--- src/rtl/next_hop_selector_pkg.sv ---
// Shared neighbour-table definitions: field widths, Q2.14 format, packet codes, scan FSM states.
// Imported by the next-hop selector and the Q-table updater.
package next_hop_selector_pkg;

    localparam int NH_WORD_WIDTH = 16;
    localparam int NH_ADDR_WIDTH = 5;

    // Q-values and residual energy are unsigned Q2.14
    localparam int          Q_FRAC_BITS = 14;
    localparam logic [15:0] Q_ONE       = 16'h4000;

    localparam logic [2:0] PKT_TYPE_DATA = 3'b101;

    typedef enum logic [1:0] {
        ST_IDLE  = 2'd0,
        ST_SCAN  = 2'd1,
        ST_DRAIN = 2'd2,
        ST_DONE  = 2'd3
    } nh_state_e;

endpackage

--- src/rtl/next_hop_selector_if.sv ---
// Selector <-> neighbour bank / transmit path bundle; slave = selector, master = its environment.
interface next_hop_selector_if
    import next_hop_selector_pkg::*;
#(
    parameter int WORD_WIDTH = NH_WORD_WIDTH,
    parameter int ADDR_WIDTH = NH_ADDR_WIDTH
);
    logic                  en;
    logic [WORD_WIDTH-1:0] neighborCount;
    logic [WORD_WIDTH-1:0] energyThresh;
    logic                  rd_en;
    logic [ADDR_WIDTH-1:0] rd_addr;
    logic [WORD_WIDTH-1:0] mSourceID;
    logic [WORD_WIDTH-1:0] mSourceHops;
    logic [WORD_WIDTH-1:0] mEnergyLeft;
    logic [WORD_WIDTH-1:0] mQValue;
    logic [WORD_WIDTH-1:0] bestID;
    logic [WORD_WIDTH-1:0] bestHops;
    logic [WORD_WIDTH-1:0] bestQValue;
    logic [ADDR_WIDTH-1:0] bestIndex;
    logic                  found;
    logic                  busy;
    logic                  done;

    modport slave (
        input  en, neighborCount, energyThresh,
        input  mSourceID, mSourceHops, mEnergyLeft, mQValue,
        output rd_en, rd_addr,
        output bestID, bestHops, bestQValue, bestIndex, found, busy, done
    );

    modport master (
        output en, neighborCount, energyThresh,
        output mSourceID, mSourceHops, mEnergyLeft, mQValue,
        input  rd_en, rd_addr,
        input  bestID, bestHops, bestQValue, bestIndex, found, busy, done
    );

endinterface

--- src/rtl/next_hop_selector_better_cmp.sv ---
// Tie-break comparator: replace current best on higher Q, or equal Q with fewer hops. Combinational.
// Also used by cluster-head selection, so it knows nothing about indices.
module nh_better_cmp #(
    parameter int WORD_WIDTH = 16
) (
    input  logic [WORD_WIDTH-1:0] cand_q_i,
    input  logic [WORD_WIDTH-1:0] cand_hops_i,
    input  logic [WORD_WIDTH-1:0] best_q_i,
    input  logic [WORD_WIDTH-1:0] best_hops_i,
    input  logic                  found_i,
    output logic                  replace_o
);

    assign replace_o = !found_i
                    || (cand_q_i > best_q_i)
                    || ((cand_q_i == best_q_i) && (cand_hops_i < best_hops_i));

endmodule

--- src/rtl/next_hop_selector.sv ---
// Scans neighbour entries 0..cnt-1 and keeps the best (Q, then hops, then index); en->done = cnt+2 (1 if cnt==0).
// Starts are ignored unless idle. `NH_ENERGY_FILTER_EN drops entries whose energy is below energyThresh.
module next_hop_selector
    import next_hop_selector_pkg::*;
#(
    parameter int WORD_WIDTH = NH_WORD_WIDTH,
    parameter int ADDR_WIDTH = NH_ADDR_WIDTH
) (
    input logic                 clk,
    input logic                 nrst,
    next_hop_selector_if.slave  bus
);

    localparam int CAP = 1 << ADDR_WIDTH;

    nh_state_e             state_q, state_d;
    logic [ADDR_WIDTH-1:0] addr_q, addr_d;
    logic [ADDR_WIDTH-1:0] last_q, last_d;
    logic                  rd_vld_q;
    logic [ADDR_WIDTH-1:0] rd_idx_q;
    logic [WORD_WIDTH-1:0] best_id_q, best_id_d;
    logic [WORD_WIDTH-1:0] best_hops_q, best_hops_d;
    logic [WORD_WIDTH-1:0] best_qv_q, best_qv_d;
    logic [ADDR_WIDTH-1:0] best_idx_q, best_idx_d;
    logic                  found_q, found_d;
    logic                  replace;
    logic                  eligible;

    nh_better_cmp #(.WORD_WIDTH(WORD_WIDTH)) u_cmp (
        .cand_q_i    (bus.mQValue),
        .cand_hops_i (bus.mSourceHops),
        .best_q_i    (best_qv_q),
        .best_hops_i (best_hops_q),
        .found_i     (found_q),
        .replace_o   (replace)
    );

`ifdef NH_ENERGY_FILTER_EN
    assign eligible = (bus.mEnergyLeft >= bus.energyThresh);
`else
    assign eligible = 1'b1;
    wire unused_energy = ^{bus.mEnergyLeft, bus.energyThresh};
`endif

    always_comb begin
        state_d     = state_q;
        addr_d      = addr_q;
        last_d      = last_q;
        best_id_d   = best_id_q;
        best_hops_d = best_hops_q;
        best_qv_d   = best_qv_q;
        best_idx_d  = best_idx_q;
        found_d     = found_q;

        // Compare stage: bank data for the read issued last cycle
        if (rd_vld_q && eligible && replace) begin
            best_id_d   = bus.mSourceID;
            best_hops_d = bus.mSourceHops;
            best_qv_d   = bus.mQValue;
            best_idx_d  = rd_idx_q;
            found_d     = 1'b1;
        end

        case (state_q)
            ST_IDLE: begin
                if (bus.en) begin
                    best_id_d   = '0;
                    best_hops_d = '0;
                    best_qv_d   = '0;
                    best_idx_d  = '0;
                    found_d     = 1'b0;
                    addr_d      = '0;
                    if (bus.neighborCount >= WORD_WIDTH'(CAP)) begin
                        last_d = '1;
                    end else begin
                        last_d = ADDR_WIDTH'(bus.neighborCount - WORD_WIDTH'(1));
                    end
                    state_d = (bus.neighborCount == '0) ? ST_DONE : ST_SCAN;
                end
            end
            ST_SCAN: begin
                if (addr_q == last_q) begin
                    state_d = ST_DRAIN;
                end else begin
                    addr_d = addr_q + ADDR_WIDTH'(1);
                end
            end
            ST_DRAIN: state_d = ST_DONE;
            ST_DONE:  state_d = ST_IDLE;
            default:  state_d = ST_IDLE;
        endcase
    end

    always_ff @(posedge clk) begin
        if (nrst) begin
            state_q     <= ST_IDLE;
            addr_q      <= '0;
            last_q      <= '0;
            rd_vld_q    <= 1'b0;
            rd_idx_q    <= '0;
            best_id_q   <= '0;
            best_hops_q <= '0;
            best_qv_q   <= '0;
            best_idx_q  <= '0;
            found_q     <= 1'b0;
        end else begin
            state_q     <= state_d;
            addr_q      <= addr_d;
            last_q      <= last_d;
            rd_vld_q    <= (state_q == ST_SCAN);
            rd_idx_q    <= addr_q;
            best_id_q   <= best_id_d;
            best_hops_q <= best_hops_d;
            best_qv_q   <= best_qv_d;
            best_idx_q  <= best_idx_d;
            found_q     <= found_d;
        end
    end

    assign bus.rd_en      = (state_q == ST_SCAN);
    assign bus.rd_addr    = addr_q;
    assign bus.busy       = (state_q == ST_SCAN) || (state_q == ST_DRAIN);
    assign bus.done       = (state_q == ST_DONE);
    assign bus.bestID     = best_id_q;
    assign bus.bestHops   = best_hops_q;
    assign bus.bestQValue = best_qv_q;
    assign bus.bestIndex  = best_idx_q;
    assign bus.found      = found_q;

endmodule

--- src/flat_wrapper.sv ---
// flat-port wrapper written by rule: the top's interface ports become plain ports
module next_hop_selector_flat import next_hop_selector_pkg::*;
#(
    parameter int WORD_WIDTH = NH_WORD_WIDTH,
    parameter int ADDR_WIDTH = NH_ADDR_WIDTH
)
  (clk, nrst, bus_en, bus_neighborCount, bus_energyThresh, bus_mSourceID, bus_mSourceHops, bus_mEnergyLeft, bus_mQValue, bus_rd_en, bus_rd_addr, bus_bestID, bus_bestHops, bus_bestQValue, bus_bestIndex, bus_found, bus_busy, bus_done);
  next_hop_selector_if #(.WORD_WIDTH(WORD_WIDTH), .ADDR_WIDTH(ADDR_WIDTH)) bus_i ();
  input logic clk;
  input logic nrst;
  input wire logic [$bits(bus_i.en)-1:0] bus_en;
  input wire logic [$bits(bus_i.neighborCount)-1:0] bus_neighborCount;
  input wire logic [$bits(bus_i.energyThresh)-1:0] bus_energyThresh;
  input wire logic [$bits(bus_i.mSourceID)-1:0] bus_mSourceID;
  input wire logic [$bits(bus_i.mSourceHops)-1:0] bus_mSourceHops;
  input wire logic [$bits(bus_i.mEnergyLeft)-1:0] bus_mEnergyLeft;
  input wire logic [$bits(bus_i.mQValue)-1:0] bus_mQValue;
  output wire logic [$bits(bus_i.rd_en)-1:0] bus_rd_en;
  output wire logic [$bits(bus_i.rd_addr)-1:0] bus_rd_addr;
  output wire logic [$bits(bus_i.bestID)-1:0] bus_bestID;
  output wire logic [$bits(bus_i.bestHops)-1:0] bus_bestHops;
  output wire logic [$bits(bus_i.bestQValue)-1:0] bus_bestQValue;
  output wire logic [$bits(bus_i.bestIndex)-1:0] bus_bestIndex;
  output wire logic [$bits(bus_i.found)-1:0] bus_found;
  output wire logic [$bits(bus_i.busy)-1:0] bus_busy;
  output wire logic [$bits(bus_i.done)-1:0] bus_done;
  assign bus_i.en = bus_en;
  assign bus_i.neighborCount = bus_neighborCount;
  assign bus_i.energyThresh = bus_energyThresh;
  assign bus_i.mSourceID = bus_mSourceID;
  assign bus_i.mSourceHops = bus_mSourceHops;
  assign bus_i.mEnergyLeft = bus_mEnergyLeft;
  assign bus_i.mQValue = bus_mQValue;
  assign bus_rd_en = bus_i.rd_en;
  assign bus_rd_addr = bus_i.rd_addr;
  assign bus_bestID = bus_i.bestID;
  assign bus_bestHops = bus_i.bestHops;
  assign bus_bestQValue = bus_i.bestQValue;
  assign bus_bestIndex = bus_i.bestIndex;
  assign bus_found = bus_i.found;
  assign bus_busy = bus_i.busy;
  assign bus_done = bus_i.done;
  next_hop_selector #(.WORD_WIDTH(WORD_WIDTH), .ADDR_WIDTH(ADDR_WIDTH)) u_core (.clk(clk), .nrst(nrst), .bus(bus_i));
endmodule
--- config.mk ---
export PLATFORM = sky130hd
export DESIGN_NAME = next_hop_selector_flat
export DESIGN_NICKNAME = d
export VERILOG_FILES = /design/src/rtl/next_hop_selector_pkg.sv /design/src/rtl/next_hop_selector_if.sv /design/src/rtl/next_hop_selector_better_cmp.sv /design/src/rtl/next_hop_selector.sv /design/src/flat_wrapper.sv
export SDC_FILE = /design/constraint.sdc
export NUM_CORES = 1
export LEC_CHECK = 0
export CORE_MARGIN = 1.5
export CORE_UTILIZATION = 40
export DETAILED_ROUTE_END_ITERATION = 7
export MAX_ROUTING_LAYER = met4
export PLACE_DENSITY_LB_ADDON = 0.3
export SYNTH_ARGS = -nofsm -noshare
export SYNTH_HDL_FRONTEND = slang
export SYNTH_SLANG_ARGS = --single-unit
--- constraint.sdc ---
create_clock -name clk -period 7.2 [get_ports clk]
set_clock_uncertainty 0.05 [all_clocks]
set_input_delay 2.16 -clock clk [delete_from_list [all_inputs] [get_ports clk]]
set_output_delay 2.16 -clock clk [all_outputs]
set_load 0.005 [all_outputs]
Yosys cells after proc, flatten, opt, wreduce, memory -nomap -nowiden
Cells that the tools add are included.

cells by class
  multiplexer cells = 23
  reductions and logical operators = 12
  add/subtract/negate cells = 2
  order comparisons = 3
  equality and inequality tests = 8

operators with widths
  operator             count
  $mux 16              9
  $mux 5               6
  $eq 16x16->1         1
  $ge 16x6->1 const B  1
  $gt 16x16->1         1
  $logic_not 16->1     1
  $lt 16x16->1         1
  $pmux 5 s2           1
  $pmux 2 s4           1
  $mux 2               3
  $add 5x1->5 const B  1
  $eq 5x5->1           1
  $sub 5x1->5 const B  1
  $eq 2x2->1 const B   2
  $ne 2x2->1 const B   2
  $reduce_and 2->1     2
  $logic_or 1x1->1     3
  $mux 1               3
  $reduce_and 3->1     1
  $eq 2x1->1 const B   1
  $logic_and 1x1->1    2
  $logic_not 2->1      1
  $ne 2x1->1 const B   1
  $reduce_bool 2->1    1
  $logic_not 1->1      1

word-level totals
  input bits = 99
  register bits after elaboration = 72
  output and inout bits = 62
  word-level logic and storage cells = 58

Depth between registers and ports, before layout
Gate-level depths: netlist of the first run.

  word-level depth = 7
  mapped depth = 10
  mapped depth without buffers = 8

Cells and area by module
Synthesis of the first run repeated with hierarchy kept, for this count alone.

second synthesis, totals
  cell total of the unflattened synthesis = 461
  area total of the unflattened synthesis = 3644.7 sq um

by module, submodules not included
  module             area an instance (sq um)  cells an instance  seq. area each (sq um)  instances
  next_hop_selector  2865.2                    351                1441.4                  1
  nh_better_cmp      779.5                     110                0.0                     1

Least setup slack after synthesis of the first run
Ideal clock, no wire load.

  path kind = input to register
  from = input bus_mQValue[1]
  to = register u_core.best_hops_q[0], in the netlist u_core.bus.bestHops[0]
  data arrival time = 3934 ps
  stages on the path = 9
  path buffers = 2
  setup time = 72 ps
  required time = 7078 ps
  path slack = 3144 ps
  cells stage by stage = ha_1 -> nor2b_1 -> o211ai_1 -> a2111oi_0 -> or4_1 -> a21oi_1 -> buf_6 -> buf_12 -> mux2i_1

between the ends
  cells in the longest elaborated chain, start to end = 7
  elaborated cells between the ends (all ways) = 9
  classes of those cells = order compare: 1; eq/ne: 1; mux: 3; reduce/logical: 4

ends and longest elaborated chain
  what                                                          RTL line                                                                text
  start: declaration                                            flat_wrapper.sv:17                                                      input wire logic [$bits(bus_i.mQValue)-1:0] bus_mQValue;
  $gt 16x16->1 / $eq 16x16->1 (equally long branches)           next_hop_selector_better_cmp.sv:15, next_hop_selector_better_cmp.sv:16
  $logic_or 1x1->1 / $logic_and 1x1->1 (equally long branches)  next_hop_selector_better_cmp.sv:15, next_hop_selector_better_cmp.sv:16
  $logic_or 1x1->1 (*)                                          next_hop_selector_better_cmp.sv:16                                      || ((cand_q_i == best_q_i) && (cand_hops_i < best_hops_i));
  $logic_and 1x1->1 (*)                                         next_hop_selector.sv:56                                                 if (rd_vld_q && eligible && replace) begin
  $mux 16 (*)                                                   next_hop_selector.sv:56
  $mux 16                                                       next_hop_selector.sv:66                                                 if (bus.en) begin
  $mux 16 (*)                                                   next_hop_selector.sv:64                                                 case (state_q)
  end signal: assignment                                        next_hop_selector.sv:113                                                best_hops_q <= best_hops_d;
  end: declaration                                              next_hop_selector.sv:22                                                 logic [WORD_WIDTH-1:0] best_hops_q, best_hops_d;

Mark *: on every way between the ends. The rest lies on a longest branch, timed or not.
A chain may end at the register's enable or synchronous reset.

Worst setup path after layout of the first run
  from = input bus_mQValue[1]
  to = register u_core.best_id_q[9], in the netlist u_core.bus.bestID[9]

between the ends
  cells in the longest elaborated chain, start to end = 7
  elaborated cells between the ends (all ways) = 9
  classes of those cells = order compare: 1; eq/ne: 1; mux: 3; reduce/logical: 4

ends and longest elaborated chain
  what                                                          RTL line                                                                text
  $gt 16x16->1 / $eq 16x16->1 (equally long branches)           next_hop_selector_better_cmp.sv:15, next_hop_selector_better_cmp.sv:16
  $logic_or 1x1->1 / $logic_and 1x1->1 (equally long branches)  next_hop_selector_better_cmp.sv:15, next_hop_selector_better_cmp.sv:16
  $logic_or 1x1->1 (*)                                          next_hop_selector_better_cmp.sv:16
  $logic_and 1x1->1 (*)                                         next_hop_selector.sv:56
  $mux 16 (*)                                                   next_hop_selector.sv:56
  $mux 16                                                       next_hop_selector.sv:66
  $mux 16 (*)                                                   next_hop_selector.sv:64
  end signal: assignment                                        next_hop_selector.sv:112                                                best_id_q <= best_id_d;
  end: declaration                                              next_hop_selector.sv:21                                                 logic [WORD_WIDTH-1:0] best_id_q, best_id_d;

Marked as above.

==> impl_metrics.ini, run 1 <==
[yosys]
synth-edff-count = 0
synth_nets = 567
syn_inst = 431
syn_area_per_cell_um2 = 8.96
ys_ff_latch = 72
synth_cell_types = 43
synth_compound_area_share_pct = 8.14
synth_top_family_by_area = simple AND/OR/NAND/NOR gates
yosys_warnings = 0
synthMuxAreaShare_pct = 13.7
synthesis.area_mm2 = 0.00386
synthArstFlopShare_pct = 0
synthSimpleGateAreaFrac_pct = 18.2
synthAdderAreaFrac_pct = 12.0
yosys_most_used_dff = dfxtp_1
synth_xor_area_share_pct = 2.72
synth-seq-area-share_pct = 37.3

[critical_path]
cp_slowest_cell = a21oi_4
critPathMaxStageDelay_ps = 760
criticalPathCategory = primary input to register
cp.required_ps = 7420
path_cells = clkdlybuf4s50_1 > ha_1 > nor2b_1 > o211ai_1 > a2111oi_0 > or4_1 > a21oi_4 > buf_4 > mux2i_1
path_delay_family = compound AO/OA/AOI/OAI gates
critPathBufInv = 2
cp_max_fo = 22
reg2reg_slack_ps = 3920
arrival_ps = 5360
crit_path_end_kind = register
start_kind = primary input

[clock_tree]
post-cts-setup-buffer-count = 0
holdBufCountCts = 0
cts_tree = done
cts_buffers = 9
cts_buffer_depth = 2
cts.sinks = 72
cts_root_buf = clkbuf_8
cts_resized = 0
clk_latency_ps = 350
clk_pin_slew_ps = 80
h-tree-depth = 3

[drt]
route.layer.met1.wl_mm = 3.71
detail_route.wl_per_cell_um = 12.4
antenna_left = 0
drtIter0Drc = 80
route.met2.wl_mm = 4.22
vias = 3308
first_pass_iters = 4
viasPerCell = 4.80
drcViolationCount = 0
drt_wl_total_mm = 8.54
top_layer_used = met4
wl_met3_um = 459

[finish]
nets = 691
multiInputGateArea_mm2 = 0.00213
finalInstanceArea_mm2 = 0.00541
most-common-layout-cells = 128 x clkdlybuf4s50_1, 109 x nand2_1, 72 x dfxtp_1
antennaDiodeCount = 0
area.sequential_mm2 = 0.00144
syn_to_final_growth_pct = 40.2
num-fill-cells = 861
drive_gt1_share_pct = 5.36
final_common_cell = clkdlybuf4s50_1

[power]
pwr-share-clk_pct = 28.8
switching_share_pct = 31.7
combPwrFrac_pct = 33.1
powerDensity_mw_per_mm2 = 230
seq_power_share_pct = 38.1
ir_drop_v = 0.000120
power.leakage_nw = 2.27
p_int_uw = 849
switchingPower_uw = 395

[global_route]
antenna_found_initial = 0
grt_first_pass_wirelength_mm = 14.0
grt_pass1_vias = 3193
grt_max_degree = 63
grt_usage_pct = 17.8
overflow = 0

[timing]
finalCritPeriodShare_pct = 71.4
finalHoldViolCount = 0
maxSlewHeadroom_pct = 38.8
min_period_ps = 5140
finalHoldWorstSlack_ps = 389
rsz0062_at_grt = no
fmax_mhz = 195
finalSetupViolations = 0
tightest_slew_ps = 915
setup_tns_ps = 0
setup_ws_ps = 2060
drv_slew = 0

[floorplanning]
num_io_pins = 161
core_mm2 = 0.00928
core.rowCount = 35
start_util_pct = 41.6
die_h_um = 101
die_width_um = 101
dieArea_mm2 = 0.0102

[place]
place.port_buffers = 128
place_area_mm2 = 0.00519
place.gp.congestion = 0.731
pre_cts_slack_ps = 1650
post-dp-hpwl_mm = 6.49

[run]
cap_violations = 0

[worst_hold_path]
hp-class = register to register

[status]
status = finished clean
## power groups by stage
stage               Sequential [mW]  Clock (mW)  Combinational, mW
floorplan                     0.479           0              0.285
global placement              0.481           0              0.407
detailed placement            0.483           0              0.415
CTS                           0.474       0.370              0.418
global route                  0.479       0.388              0.458
finish                        0.474       0.358              0.411
## sequential cells by signal, indices dropped and copies added (netlist names), 2 cells and up
signal,cells
u_core.bus.bestID,16
u_core.last_q,5
u_core.bus.rd_addr,5
u_core.bus.bestIndex,5
u_core.state_q,2
u_core.rd_idx_q,5
u_core.bus.bestQValue,16
u_core.bus.bestHops,16
## metal layers
layer | vias to the layer above | GRT usage [%]
li1 | 1698 | -
met1 | 1517 | 20.1
met2 | 79 | 29.7
met3 | 14 | 5.18
met4 | 0 | 6.62
met5 | - | -
## kinds of logic after synthesis
family | count (synthesis)
AO/OA/AOI/OAI | 42
adder cells (fa/ha/maj) | 37
AND/OR/NAND/NOR | 158
buffers and inverters | 57
flip-flops | 72
multiplexers | 53
XOR/XNOR | 12
## layout make-up
cell class              count  area share (%)
multi-input cells         302            39.5
flip-flops and latches     72            26.6
repair buffers            132            24.2
well taps                 129            2.98
inverters                  38            2.64
clock buffers               9            2.29
clock inverters             7            1.76
## synth_stat cells (4+ instances only)
library cell    n  share of area [%]
a211oi_1        4               0.78
nor2_1         15                1.5
nand4_1         4               0.65
dfxtp_1        72                 37
mux2i_1        53                 14
ha_1           37                 12
clkbuf_1       13                1.3
a311oi_1        6                1.4
inv_1          38                3.7
nand3_1         6               0.78
nor2b_1        10                1.6
nand2_1       109                 11
a21oi_1        12                1.6
a21o_1          4               0.78
buf_12          5                2.6
xnor2_1         9                2.0
## stage by stage
stage                     total power [mW]  utilization (%)  cells
final                                 1.24             58.3    689
after global routing                  1.33             58.3    689
after CTS                             1.26             58.3    689
after detailed placement             0.898             55.9    673
after global placement               0.887             55.9    673
after floorplan                      0.764                -    431
## worst min-delay path, stage by stage, from the launching register on
cell and delay [ps]:
dfxtp_1 300, nand2_1 40, mux2i_1 50
## path summary, 6_finish.rpt
| kind | startpoint | endpoint | cells after the start |
|---|---|---|---|
| max reg2reg | u_core.bus.bestQValue[7] | u_core.bus.bestID[9] | 9 |
| max | bus_mQValue[1] | u_core.bus.bestID[9] | 9 |
| min reg2reg | u_core.rd_idx_q[3] | u_core.bus.bestIndex[3] | 2 |
| min | u_core.rd_idx_q[3] | u_core.bus.bestIndex[3] | 2 |
Power figures use the tool's default switching activity.
==> run 2: changes to the inputs <==
- clock period: 7.2 -> 5.1 ns (I/O delays scaled with it)
==> impl_metrics.ini, run 2 (synthesis results as in run 1) <==
[drt]
first_pass_iters = 4
detail_route.wl_per_cell_um = 12.2
vias = 3293
drtIter0Drc = 36
viasPerCell = 4.79
drcViolationCount = 0
drt_wl_total_mm = 8.39
antenna_left = 0

[clock_tree]
holdBufCountCts = 0
clk_latency_ps = 350
post-cts-setup-buffer-count = 0
cts_buffers = 9
cts_buffer_depth = 2
cts_tree = done
cts_root_buf = clkbuf_8
cts_resized = 0
cts.sinks = 72
clk_pin_slew_ps = 90
h-tree-depth = 3

[critical_path]
reg2reg_depth = 9
cp.required_ps = 5310
criticalPathCategory = primary input to register
start_kind = primary input
crit_path_end_kind = register
cp_max_fo = 53
arrival_ps = 4050

[place]
place.port_buffers = 128
place.gp.congestion = 0.762
dp_cells = 671
post-dp-hpwl_mm = 6.30

[global_route]
grt_pass1_vias = 3147
overflow = 0
grt_max_degree = 72
antenna_found_initial = 0
grtUsageMet3_pct = 3.73
grt_busiest_layer = met2
grt_first_pass_wirelength_mm = 13.7
use_met1_pct = 19.4
grt_usage_pct = 17.3
grt_use_met2_pct = 29.5

[floorplanning]
die_width_um = 101
core.rowCount = 35
start_util_pct = 41.6
num_io_pins = 161
core_mm2 = 0.00928
dieArea_mm2 = 0.0102
die_h_um = 101

[status]
status = finished clean

[worst_hold_path]
hold_depth = 2
hp-class = register to register

[finish]
syn_to_final_growth_pct = 40.6
drive_gt1_share_pct = 5.02
fin_cells = 687
final_common_cell = clkdlybuf4s50_1
most-common-layout-cells = 128 x clkdlybuf4s50_1, 109 x nand2_1, 72 x dfxtp_1
antennaDiodeCount = 0
nets = 689
num-fill-cells = 835

[power]
powerDensity_mw_per_mm2 = 327
ir_drop_v = 0.000171
power.leakage_nw = 2.28
p_total_mw = 1.77

[timing]
setup_tns_ps = 0
maxSlewHeadroom_pct = 41.3
finalHoldViolCount = 0
rsz0062_at_grt = no
min_period_ps = 3840
finalCritPeriodShare_pct = 75.4
finalSetupViolations = 0
drv_slew = 0
fmax_mhz = 260
tightest_slew_ps = 873

[run]
cap_violations = 0
-- run 2: cell count changes in the layout (fill, tap and decap cells not counted), sizes merged --
cell and change:
buf -2, clkinv -1, inv +1
-- run 2: worst paths after layout --
path | from | end | slack, ps
setup / recovery | bus_mQValue[7] | u_core.bus.bestID[6] | 1260
setup reg to reg | u_core.bus.bestQValue[7] | u_core.bus.bestID[6] | 2460
hold / removal | u_core.rd_idx_q[3] | u_core.bus.bestIndex[3] | 390
hold reg to reg | u_core.rd_idx_q[3] | u_core.bus.bestIndex[3] | 390
-- run 2: routing by layer --
layer  wire length (um)  part of all wire (%)  vias to the layer above
met5                  0                     0                        -
met4                177                   2.1                        0
met3                393                   4.7                       17
met2               4110                    49                       85
met1               3710                    44                     1497
li1                   -                     -                     1694
-- run 2: through the flow --
step | setup WS, ps | hold slack (ps) | cell area, um2 | utilization [%]
5_1_grt | 1150 | 406 | 5430 | 58.5
3_5_place_dp | 899 | 377 | 5200 | 56.0
4_1_cts | 1270 | 390 | 5430 | 58.5
3_3_place_gp | 968 | 376 | 5200 | 56.0
2_1_floorplan | 1670 | 370 | 3860 | -
6_report | 1260 | 389 | 5430 | 58.5
-- run 2: final cells by class --
| type | instances | area, um2 | share of cell area (%) |
|---|---|---|---|
| clock inverters | 7 | 103 | 1.89 |
| clock buffers | 9 | 124 | 2.28 |
| repair buffers | 130 | 1320 | 24.3 |
| well taps | 129 | 161 | 2.97 |
| inverters | 38 | 143 | 2.63 |
| flip-flops and latches | 72 | 1440 | 26.6 |
| multi-input cells | 302 | 2130 | 39.3 |
-- run 2: worst max-delay path, stage by stage --
cell and delay (ps):
clkdlybuf4s50_1 430, ha_1 320, a41o_1 230, a21oi_1 150, o311ai_0 110, or4_1 470, a21oi_4 170, buf_12 360
mux2i_1 250
-- run 2: report_power, final --
part	total, mW	internal [mW]	switching, mW	leakage (nW)
sequential	0.668	0.623	0.0450	0.584
combinational	0.584	0.303	0.282	1.58
clock	0.520	0.281	0.239	0.110
==> run 3: changes to the inputs <==
- clock period: 5.1 -> 3.8 ns (I/O delays scaled with it)
==> impl_metrics.ini, run 3 (synthesis results as in run 1) <==
[timing]
finalHoldWorstSlack_ps = 390
drv_slew = 0
fmax_mhz = 281
setup_ws_ps = 244
finalCritPeriodShare_pct = 93.6
finalSetupViolations = 0
setup_tns_ps = 0
finalHoldViolCount = 0
maxSlewHeadroom_pct = 55.3
min_period_ps = 3560
rsz0062_at_grt = no
tightest_slew_ps = 664

[drt]
drcViolationCount = 0
first_pass_iters = 4
viasPerCell = 4.79
antenna_left = 0
drtIter0Drc = 59
detail_route.wl_per_cell_um = 12.8
drt_wl_total_mm = 8.87
vias = 3317

[finish]
antennaDiodeCount = 0
fin_util_pct = 58.7
syn_to_final_growth_pct = 41.2
final_common_cell = clkdlybuf4s50_1
nets = 695
drive_gt1_share_pct = 6.03
fin_cells = 693
most-common-layout-cells = 128 x clkdlybuf4s50_1, 109 x nand2_1, 72 x dfxtp_1
finalInstanceArea_mm2 = 0.00545

[critical_path]
cp_slowest_cell = or4_1
criticalPathCategory = primary input to register
crit_path_end_kind = register
cp.required_ps = 4020
reg2reg_depth = 9
path_delay_family = buffers and inverters
path_cells = clkdlybuf4s50_1 > ha_1 > nor2b_1 > o211ai_1 > a2111oi_0 > or4_1 > a21oi_4 > buf_12 > mux2i_1
worst-path-stages = 9
r2r-start = u_core.bus.bestQValue[1]
cp_max_fo = 25
start_kind = primary input
critPathMaxStageDelay_ps = 580
critPathBufInv = 2
arrival_ps = 3770
critPathLaunch = bus_mQValue[1]

[power]
p_total_mw = 2.32
power.leakage_nw = 2.29
ir_drop_v = 0.000195
powerDensity_mw_per_mm2 = 426

[clock_tree]
cts_buffers = 9
cts_resized = 0
post-cts-setup-buffer-count = 0
cts.sinks = 72
clk_latency_ps = 350
cts_root_buf = clkbuf_8
h-tree-depth = 3
cts_tree = done
holdBufCountCts = 0
cts_buffer_depth = 2
clk_pin_slew_ps = 90

[global_route]
grt_pass1_vias = 3269
overflow = 0
grt_usage_pct = 18.0
grt_first_pass_wirelength_mm = 14.2
antenna_found_initial = 0
grt_max_degree = 52

[place]
post-dp-hpwl_mm = 6.79
place.port_buffers = 128
place_area_mm2 = 0.00525
dp_cells = 677
place.gp.congestion = 0.740
pre_cts_slack_ps = -128

[floorplanning]
start_util_pct = 41.6
die_width_um = 101
die_h_um = 101
core.rowCount = 35
core_mm2 = 0.00928
dieArea_mm2 = 0.0102
num_io_pins = 161

[worst_hold_path]
worstHoldStart = u_core.rd_idx_q[4]
hp-class = register to register
hold_depth = 2

[run]
cap_violations = 0

[status]
status = finished clean
[run 3: cell types whose count changed in the layout (fill, tap and decap cells not counted)]
| cell | delta |
|---|---|
| buf_4 | +6 |
| bufinv_16 | -1 |
| clkinv_4 | +1 |
| clkinvlp_4 | +1 |
| inv_6 | -1 |
[run 3: metal layers]
metal / share of wire [%] / track usage, %
met1: 42 / 19.1
met2: 52 / 32.9
met3: 3.9 / 2.90
met4: 1.6 / 7.59
met5: 0 / -
[run 3: cell type report]
type / instances / area, um2
fill: 845 / 3830
timing repair buffer: 136 / 1370
clock inverter: 7 / 80.1
tap: 129 / 161
sequential: 72 / 1440
multi-input combinational: 302 / 2130
inverter: 38 / 143
clock buffer: 9 / 124
[run 3: final timing paths]
kind / end / slack (ps)
worst min-delay path: u_core.bus.bestIndex[4] / 390
worst max register to register: u_core.bus.bestID[5] / 1080
worst min register to register: u_core.bus.bestIndex[4] / 390
worst max-delay path: u_core.bus.bestID[5] / 240
[run 3: report_power, final]
| group | leakage (nW) | switching, mW | internal [mW] | total (mW) |
|---|---|---|---|---|
| logic | 1.61 | 0.384 | 0.419 | 0.803 |
| registers | 0.584 | 0.0620 | 0.836 | 0.898 |
| clock network | 0.0960 | 0.314 | 0.309 | 0.622 |
[run 3: worst reg2reg max path, stage by stage (launching register included)]
cell and delay [ps]:
dfxtp_1 360, inv_1 50, ha_1 290, nor2b_1 130
o211ai_1 160, a2111oi_0 120, or4_1 580, a21oi_4 410
buf_12 270, mux2i_1 240
